<file path="config.mk">
export PLATFORM = sky130hd
export DESIGN_NAME = output_ctrl_flat
export DESIGN_NICKNAME = d
export VERILOG_FILES = /design/src/rtl/output_ctrl_if.sv /design/src/rtl/output_ctrl.sv /design/src/flat_wrapper.sv
export SDC_FILE = /design/constraint.sdc
export NUM_CORES = 1
export LEC_CHECK = 0
export ABC_AREA = 0
export CAP_MARGIN = 40
export CORE_ASPECT_RATIO = 1.75
export CORE_MARGIN = 10
export CORE_UTILIZATION = 51
export DETAILED_ROUTE_END_ITERATION = 10
export GPL_ROUTABILITY_DRIVEN = 0
export PLACE_DENSITY_LB_ADDON = 0.15
export SETUP_SLACK_MARGIN = 0.4
export SYNTH_ARGS = -nofsm -noshare
export SYNTH_HDL_FRONTEND = slang
export SYNTH_SLANG_ARGS = --single-unit
</file>
<file path="constraint.sdc">
create_clock -name clk -period 3.5 [get_ports clk]
set_input_delay 0.7 -clock clk [delete_from_list [all_inputs] [get_ports clk]]
set_output_delay 0.7 -clock clk [all_outputs]
set_load 0.03 [all_outputs]
</file>
<file path="src/rtl/output_ctrl_if.sv">
// Flit interface between the crossbar/link environment and output_ctrl.
//   inner_dataI / inner_wr_en : flit written from the crossbar
//   receiveO                  : downstream ready
//   sig_channel_clean         : internally owned VC buffer is empty
//   sendO / dataO             : link valid and flit
//   polarity                  : 1 in ODD phase
//   drop_err                  : sticky write-into-full-buffer flag
interface output_ctrl_if #(
  parameter int unsigned DATA_WIDTH = 64
);
  logic [DATA_WIDTH-1:0] inner_dataI;
  logic                  inner_wr_en;
  logic                  receiveO;
  logic                  sig_channel_clean;
  logic                  sendO;
  logic [DATA_WIDTH-1:0] dataO;
  logic                  polarity;
  logic                  drop_err;

  // Environment side: drives crossbar writes and downstream ready.
  modport master (
    output inner_dataI, inner_wr_en, receiveO,
    input  sig_channel_clean, sendO, dataO, polarity, drop_err
  );

  // Controller side.
  modport slave (
    input  inner_dataI, inner_wr_en, receiveO,
    output sig_channel_clean, sendO, dataO, polarity, drop_err
  );
endinterface

</file>
<file path="src/rtl/output_ctrl.sv">
// Router output-port controller. Two single-entry virtual-channel buffers
// (odd/even) alternate ownership between the crossbar side and the link side
// every cycle; the link side sends its buffer when downstream is ready.
// Ports:
//   clk  - clock, all state on posedge
//   rst  - synchronous active-high reset
//   bus  - output_ctrl_if.slave (crossbar write, link send, status)
module output_ctrl #(
  parameter int unsigned DATA_WIDTH = 64
) (
  input  logic          clk,
  input  logic          rst,
  output_ctrl_if.slave  bus
);

  typedef enum logic [1:0] {
    ST_IDLE = 2'd0,
    ST_ODD  = 2'd1,
    ST_EVEN = 2'd2
  } state_t;

  // Buffer index 1 is the odd VC, index 0 the even VC.
  localparam logic IDX_ODD  = 1'b1;
  localparam logic IDX_EVEN = 1'b0;

  state_t                r_state;
  state_t                w_state_nxt;
  logic [DATA_WIDTH-1:0] r_buf_data [2];
  logic [1:0]            r_buf_valid;
  logic                  r_drop_err;

  logic                  w_active;
  logic                  w_int_idx;
  logic                  w_link_idx;
  logic                  w_clean;
  logic                  w_send;
  logic [DATA_WIDTH-1:0] w_data_out;
  logic                  w_wr_accept;
  logic                  w_wr_drop;

  // Phase register.
  always_ff @(posedge clk) begin
    if (rst) r_state <= ST_IDLE;
    else     r_state <= w_state_nxt;
  end

  // Next phase, buffer ownership and link/write decisions.
  always_comb begin
    w_state_nxt = ST_IDLE;
    w_active    = 1'b0;
    w_int_idx   = IDX_EVEN;
    w_link_idx  = IDX_ODD;
    w_clean     = 1'b0;
    w_send      = 1'b0;
    w_data_out  = '0;
    w_wr_accept = 1'b0;
    w_wr_drop   = 1'b0;

    case (r_state)
      ST_IDLE: w_state_nxt = ST_ODD;
      ST_ODD: begin
        w_state_nxt = ST_EVEN;
        w_active    = 1'b1;
        w_int_idx   = IDX_ODD;
        w_link_idx  = IDX_EVEN;
      end
      ST_EVEN: begin
        w_state_nxt = ST_ODD;
        w_active    = 1'b1;
        w_int_idx   = IDX_EVEN;
        w_link_idx  = IDX_ODD;
      end
      default: w_state_nxt = ST_IDLE;
    endcase

    if (w_active) begin
      w_clean     = ~r_buf_valid[w_int_idx];
      w_send      = r_buf_valid[w_link_idx] & bus.receiveO;
      w_wr_accept = bus.inner_wr_en & ~r_buf_valid[w_int_idx];
      w_wr_drop   = bus.inner_wr_en &  r_buf_valid[w_int_idx];
    end
    if (w_send) w_data_out = r_buf_data[w_link_idx];
  end

  // VC buffers and sticky drop flag; write and send never hit the same buffer.
  always_ff @(posedge clk) begin
    if (rst) begin
      r_buf_valid   <= 2'b00;
      r_buf_data[0] <= '0;
      r_buf_data[1] <= '0;
      r_drop_err    <= 1'b0;
    end else begin
      if (w_send) r_buf_valid[w_link_idx] <= 1'b0;
      if (w_wr_accept) begin
        r_buf_valid[w_int_idx] <= 1'b1;
        r_buf_data[w_int_idx]  <= bus.inner_dataI;
      end
      if (w_wr_drop) r_drop_err <= 1'b1;
    end
  end

  assign bus.sig_channel_clean = w_clean;
  assign bus.sendO             = w_send;
  assign bus.dataO             = w_data_out;
  assign bus.polarity          = (r_state == ST_ODD);
  assign bus.drop_err          = r_drop_err;

endmodule
</file>
<file path="src/flat_wrapper.sv">
// flat-port wrapper written by rule: the top's interface ports become plain ports
module output_ctrl_flat 
#(
  parameter int unsigned DATA_WIDTH = 64
)
  (clk, rst, bus_inner_dataI, bus_inner_wr_en, bus_receiveO, bus_sig_channel_clean, bus_sendO, bus_dataO, bus_polarity, bus_drop_err);
  output_ctrl_if #(.DATA_WIDTH(DATA_WIDTH)) bus_i ();
  input  logic clk;
  input  logic rst;
  input wire logic [$bits(bus_i.inner_dataI)-1:0] bus_inner_dataI;
  input wire logic [$bits(bus_i.inner_wr_en)-1:0] bus_inner_wr_en;
  input wire logic [$bits(bus_i.receiveO)-1:0] bus_receiveO;
  output wire logic [$bits(bus_i.sig_channel_clean)-1:0] bus_sig_channel_clean;
  output wire logic [$bits(bus_i.sendO)-1:0] bus_sendO;
  output wire logic [$bits(bus_i.dataO)-1:0] bus_dataO;
  output wire logic [$bits(bus_i.polarity)-1:0] bus_polarity;
  output wire logic [$bits(bus_i.drop_err)-1:0] bus_drop_err;
  assign bus_i.inner_dataI = bus_inner_dataI;
  assign bus_i.inner_wr_en = bus_inner_wr_en;
  assign bus_i.receiveO = bus_receiveO;
  assign bus_sig_channel_clean = bus_i.sig_channel_clean;
  assign bus_sendO = bus_i.sendO;
  assign bus_dataO = bus_i.dataO;
  assign bus_polarity = bus_i.polarity;
  assign bus_drop_err = bus_i.drop_err;
  output_ctrl #(.DATA_WIDTH(DATA_WIDTH)) u_core (.clk(clk), .rst(rst), .bus(bus_i));
endmodule
</file>
==> flow_summary_export.csv <==
group,metric,value,unit
synthesis,synth_cells,448,
routing,detail_route.wl_per_cell,18.5,um
cts,cts_max_level,4,
finish,drive_above_1_share,0.147,
cts,cts_tree,"done",
placement,placedCellCount,698,
timing,finalHoldViolCount,0,
synthesis,synth_fp_nets,521,
routing,ant_nets,0,
cts,cts_buffer_depth,2,
power,switching_power,891,uW
die,dieArea,0.0167,mm^2
global_routing,grt_usage,0.166,
placement,pre_cts_slack,0.125,ns
placement,dp_hpwl,8.81,mm
timing,min_period,2.96,ns
run_status,outcome,"completed",
power,ir_worst_vdd,0.348,mV
finish,area_growth,31.5,%
setup_path,cp_slowest_stage_delay,0.47,ns
die,row_count,52,
cts,clk_pin_slew_worst_paths,0.05,ns
timing,worst_pin_slew,0.583,ns
power,seqPwrFrac,0.483,
setup_path,startpoint_type,"flip-flop",
finish,layout.cells.most_common_list,"and2_1, edfxtp_1, clkdlybuf4s50_1, nor2_1, mux2i_1",
finish,diodes,0,
timing,timing.final.ws_setup,0.536,ns
finish,fillers,863,
cts,holdBufCountCts,0,
setup_path,crit_chain,"inv_1 -> ha_2 -> nand3_4 -> buf_6 -> nor2_1 -> buf_12",
timing,hold_slack,0.496,ns
power,combPwrFrac,0.118,
die,coreArea,0.0116,mm^2
cts,numCtsBuffers,17,
die,start_util,0.520,
global_routing,grt_max_degree,69,
setup_path,cp.buffers_inverters,3,
die,die_w,102,um
timing,fmax,337,MHz
die,chipHeight,164,um
finish,multiInputGateArea,0.00195,mm^2
power,intPower,3.02,mW
finish,regArea,0.00394,mm^2
synthesis,yosys_warnings,0,
setup_path,critPathRequiredTime,2.80,ns
synthesis,synth.avg_cell_area,13.5,um^2
hold_path,worstHoldPathType,"reg2reg",
timing,relSlewSlack,0.612,
cts,root_buffer,"clkbuf_16",
setup_path,criticalPathCategory,"reg2out",
cts,cts_sinks,133,
routing,vias_per_cell,5.22,
finish,fin_nets,656,
routing,drcViolationCount,0,
timing,grt_setup_unrepaired,"true",
setup_path,crit_family,"buffers and inverters",
setup_path,crit_slowest_cell,"ha_2",
routing,vias,3802,
global_routing,antenna_found_initial,0,
global_routing,grt_overflow,0,
power,leakage,3.20,nW
power,power.share.clock,0.399,
synthesis,ys_ff_latch,133,
power,switching_share,0.228,
global_routing,grt_pass1_vias,4170,
setup_path,cp_data_arrival_time,2.26,ns
setup_path,crit_path_end_kind,"primary output",
routing,routed_wl,13.5,mm
global_routing,grt_pass1_wl,21.1,mm
timing,skew,0.0122,ns
setup_path,worstPathMaxFanout,25,
placement,io_buffer_count,135,
synthesis,synth_cell_types,25,
finish,fin_cells,728,
power,p_per_area,494,mW/mm^2
synthesis,syn-cell-area,0.00603,mm^2
job,max_cap_viol_count,0,
routing,dr.pass1.iters,4,
routing,drt_iter0_markers,209,
cts,clk-insertion-delay-late,0.41,ns
timing,setup_viol,0,
timing,period_share,0.847,
die,num_io_pins,136,
timing,finalSetupTns,0,ns
synthesis,synth-seq-area-share,0.654,
timing,slew_viol_final,0,
## cell families (layout without fill, tap and decap cells)
family / Yosys count / in the layout / share of synthesized area
simple gates: 207 / 208 / 0.189
flops: 133 / 133 / 0.654
mux: 66 / 66 / 0.111
buf+inv: 34 / 178 / 0.0316
fa+ha+maj: 5 / 5 / 0.0104
compound gates: 3 / 3 / 0.00395
## per-layer routing
metal / up-vias / GRT usage / part of all wire
met5: - / 0 / 0
met4: 0 / 0.0580 / 0.014
met3: 14 / 0.0614 / 0.058
met2: 103 / 0.306 / 0.56
met1: 1869 / 0.165 / 0.37
li1: 1816 / - / -
## sequential cells by signal, summed over array words and instances, names as in the netlist
register / flops
u_core.r_buf_data: 128
u_core.r_buf_valid: 2
u_core.bus.drop_err: 1
u_core.r_state: 2
## worst min-delay path, cell delays in order (launching register included)
cell,delay (ns)
dfxtp_1,0.33
a31oi_1,0.04
nor2_1,0.09
## Yosys cell counts
cell type	count	area, um^2
a31o_2	1	8.76
buf_6	5	56.3
nor2b_1	2	12.5
mux2_4	1	15.0
nand2_2	1	6.26
mux2_2	1	11.3
nor3_1	1	5.00
nand2_1	1	3.75
nor2_1	67	251
nor4_2	1	12.5
inv_1	5	18.8
nand3_1	2	10.0
mux2i_1	64	641
edfxtp_1	128	3840
nand2b_1	1	6.26
clkbuf_1	4	15.0
o311ai_0	1	8.76
clkbuf_2	5	25.0
or2_2	2	12.5
a31oi_1	1	6.26
nor3b_4	1	18.8
buf_2	15	75.1
ha_1	5	62.6
dfxtp_1	5	100
and2_1	128	801
## layout make-up
| cell class | count | area share |
|---|---|---|
| Sequential cell | 133 | 0.497 |
| Multi-Input combinational cell | 282 | 0.246 |
| Timing Repair Buffer | 144 | 0.168 |
| Clock buffer | 17 | 0.0537 |
| Tap cell | 135 | 0.0213 |
| Clock inverter | 12 | 0.0117 |
| Inverter | 5 | 0.00237 |
## final timing paths
path | depth (start not counted) | startpoint | slack [ns] | end
worst max-delay path | 6 | u_core.r_state[0] | 0.54 | bus_dataO[50]
worst min-delay path | 2 | u_core.bus.drop_err | 0.50 | u_core.bus.drop_err
worst max register to register | 7 | u_core.r_state[1] | 1.11 | u_core.r_buf_data[1][7]
worst min register to register | 2 | u_core.bus.drop_err | 0.50 | u_core.bus.drop_err
## stage by stage
step	total power, mW	utilization	cell area, um^2
5_1_grt	4.06	0.685	7930
6_report	3.91	0.685	7930
2_1_floorplan	2.19	-	6030
3_5_place_dp	2.38	0.639	7400
3_3_place_gp	2.37	0.639	7400
4_1_cts	3.95	0.684	7920
## repair_timing
item,in CTS,in global routing
gates cloned,1,0
buffers inserted,0,0
resized for setup,29,3
setup endpoints to repair,65,29
pin swaps,1,0
## power by group through the flow
stage,clock (mW),combinational [mW],sequential [mW]
after floorplan,0,0.279,1.92
after global placement,0,0.449,1.92
after detailed placement,0,0.458,1.93
after CTS,1.59,0.470,1.89
after global routing,1.66,0.502,1.90
final,1.56,0.461,1.89
Power figures use the tool's default switching activity.
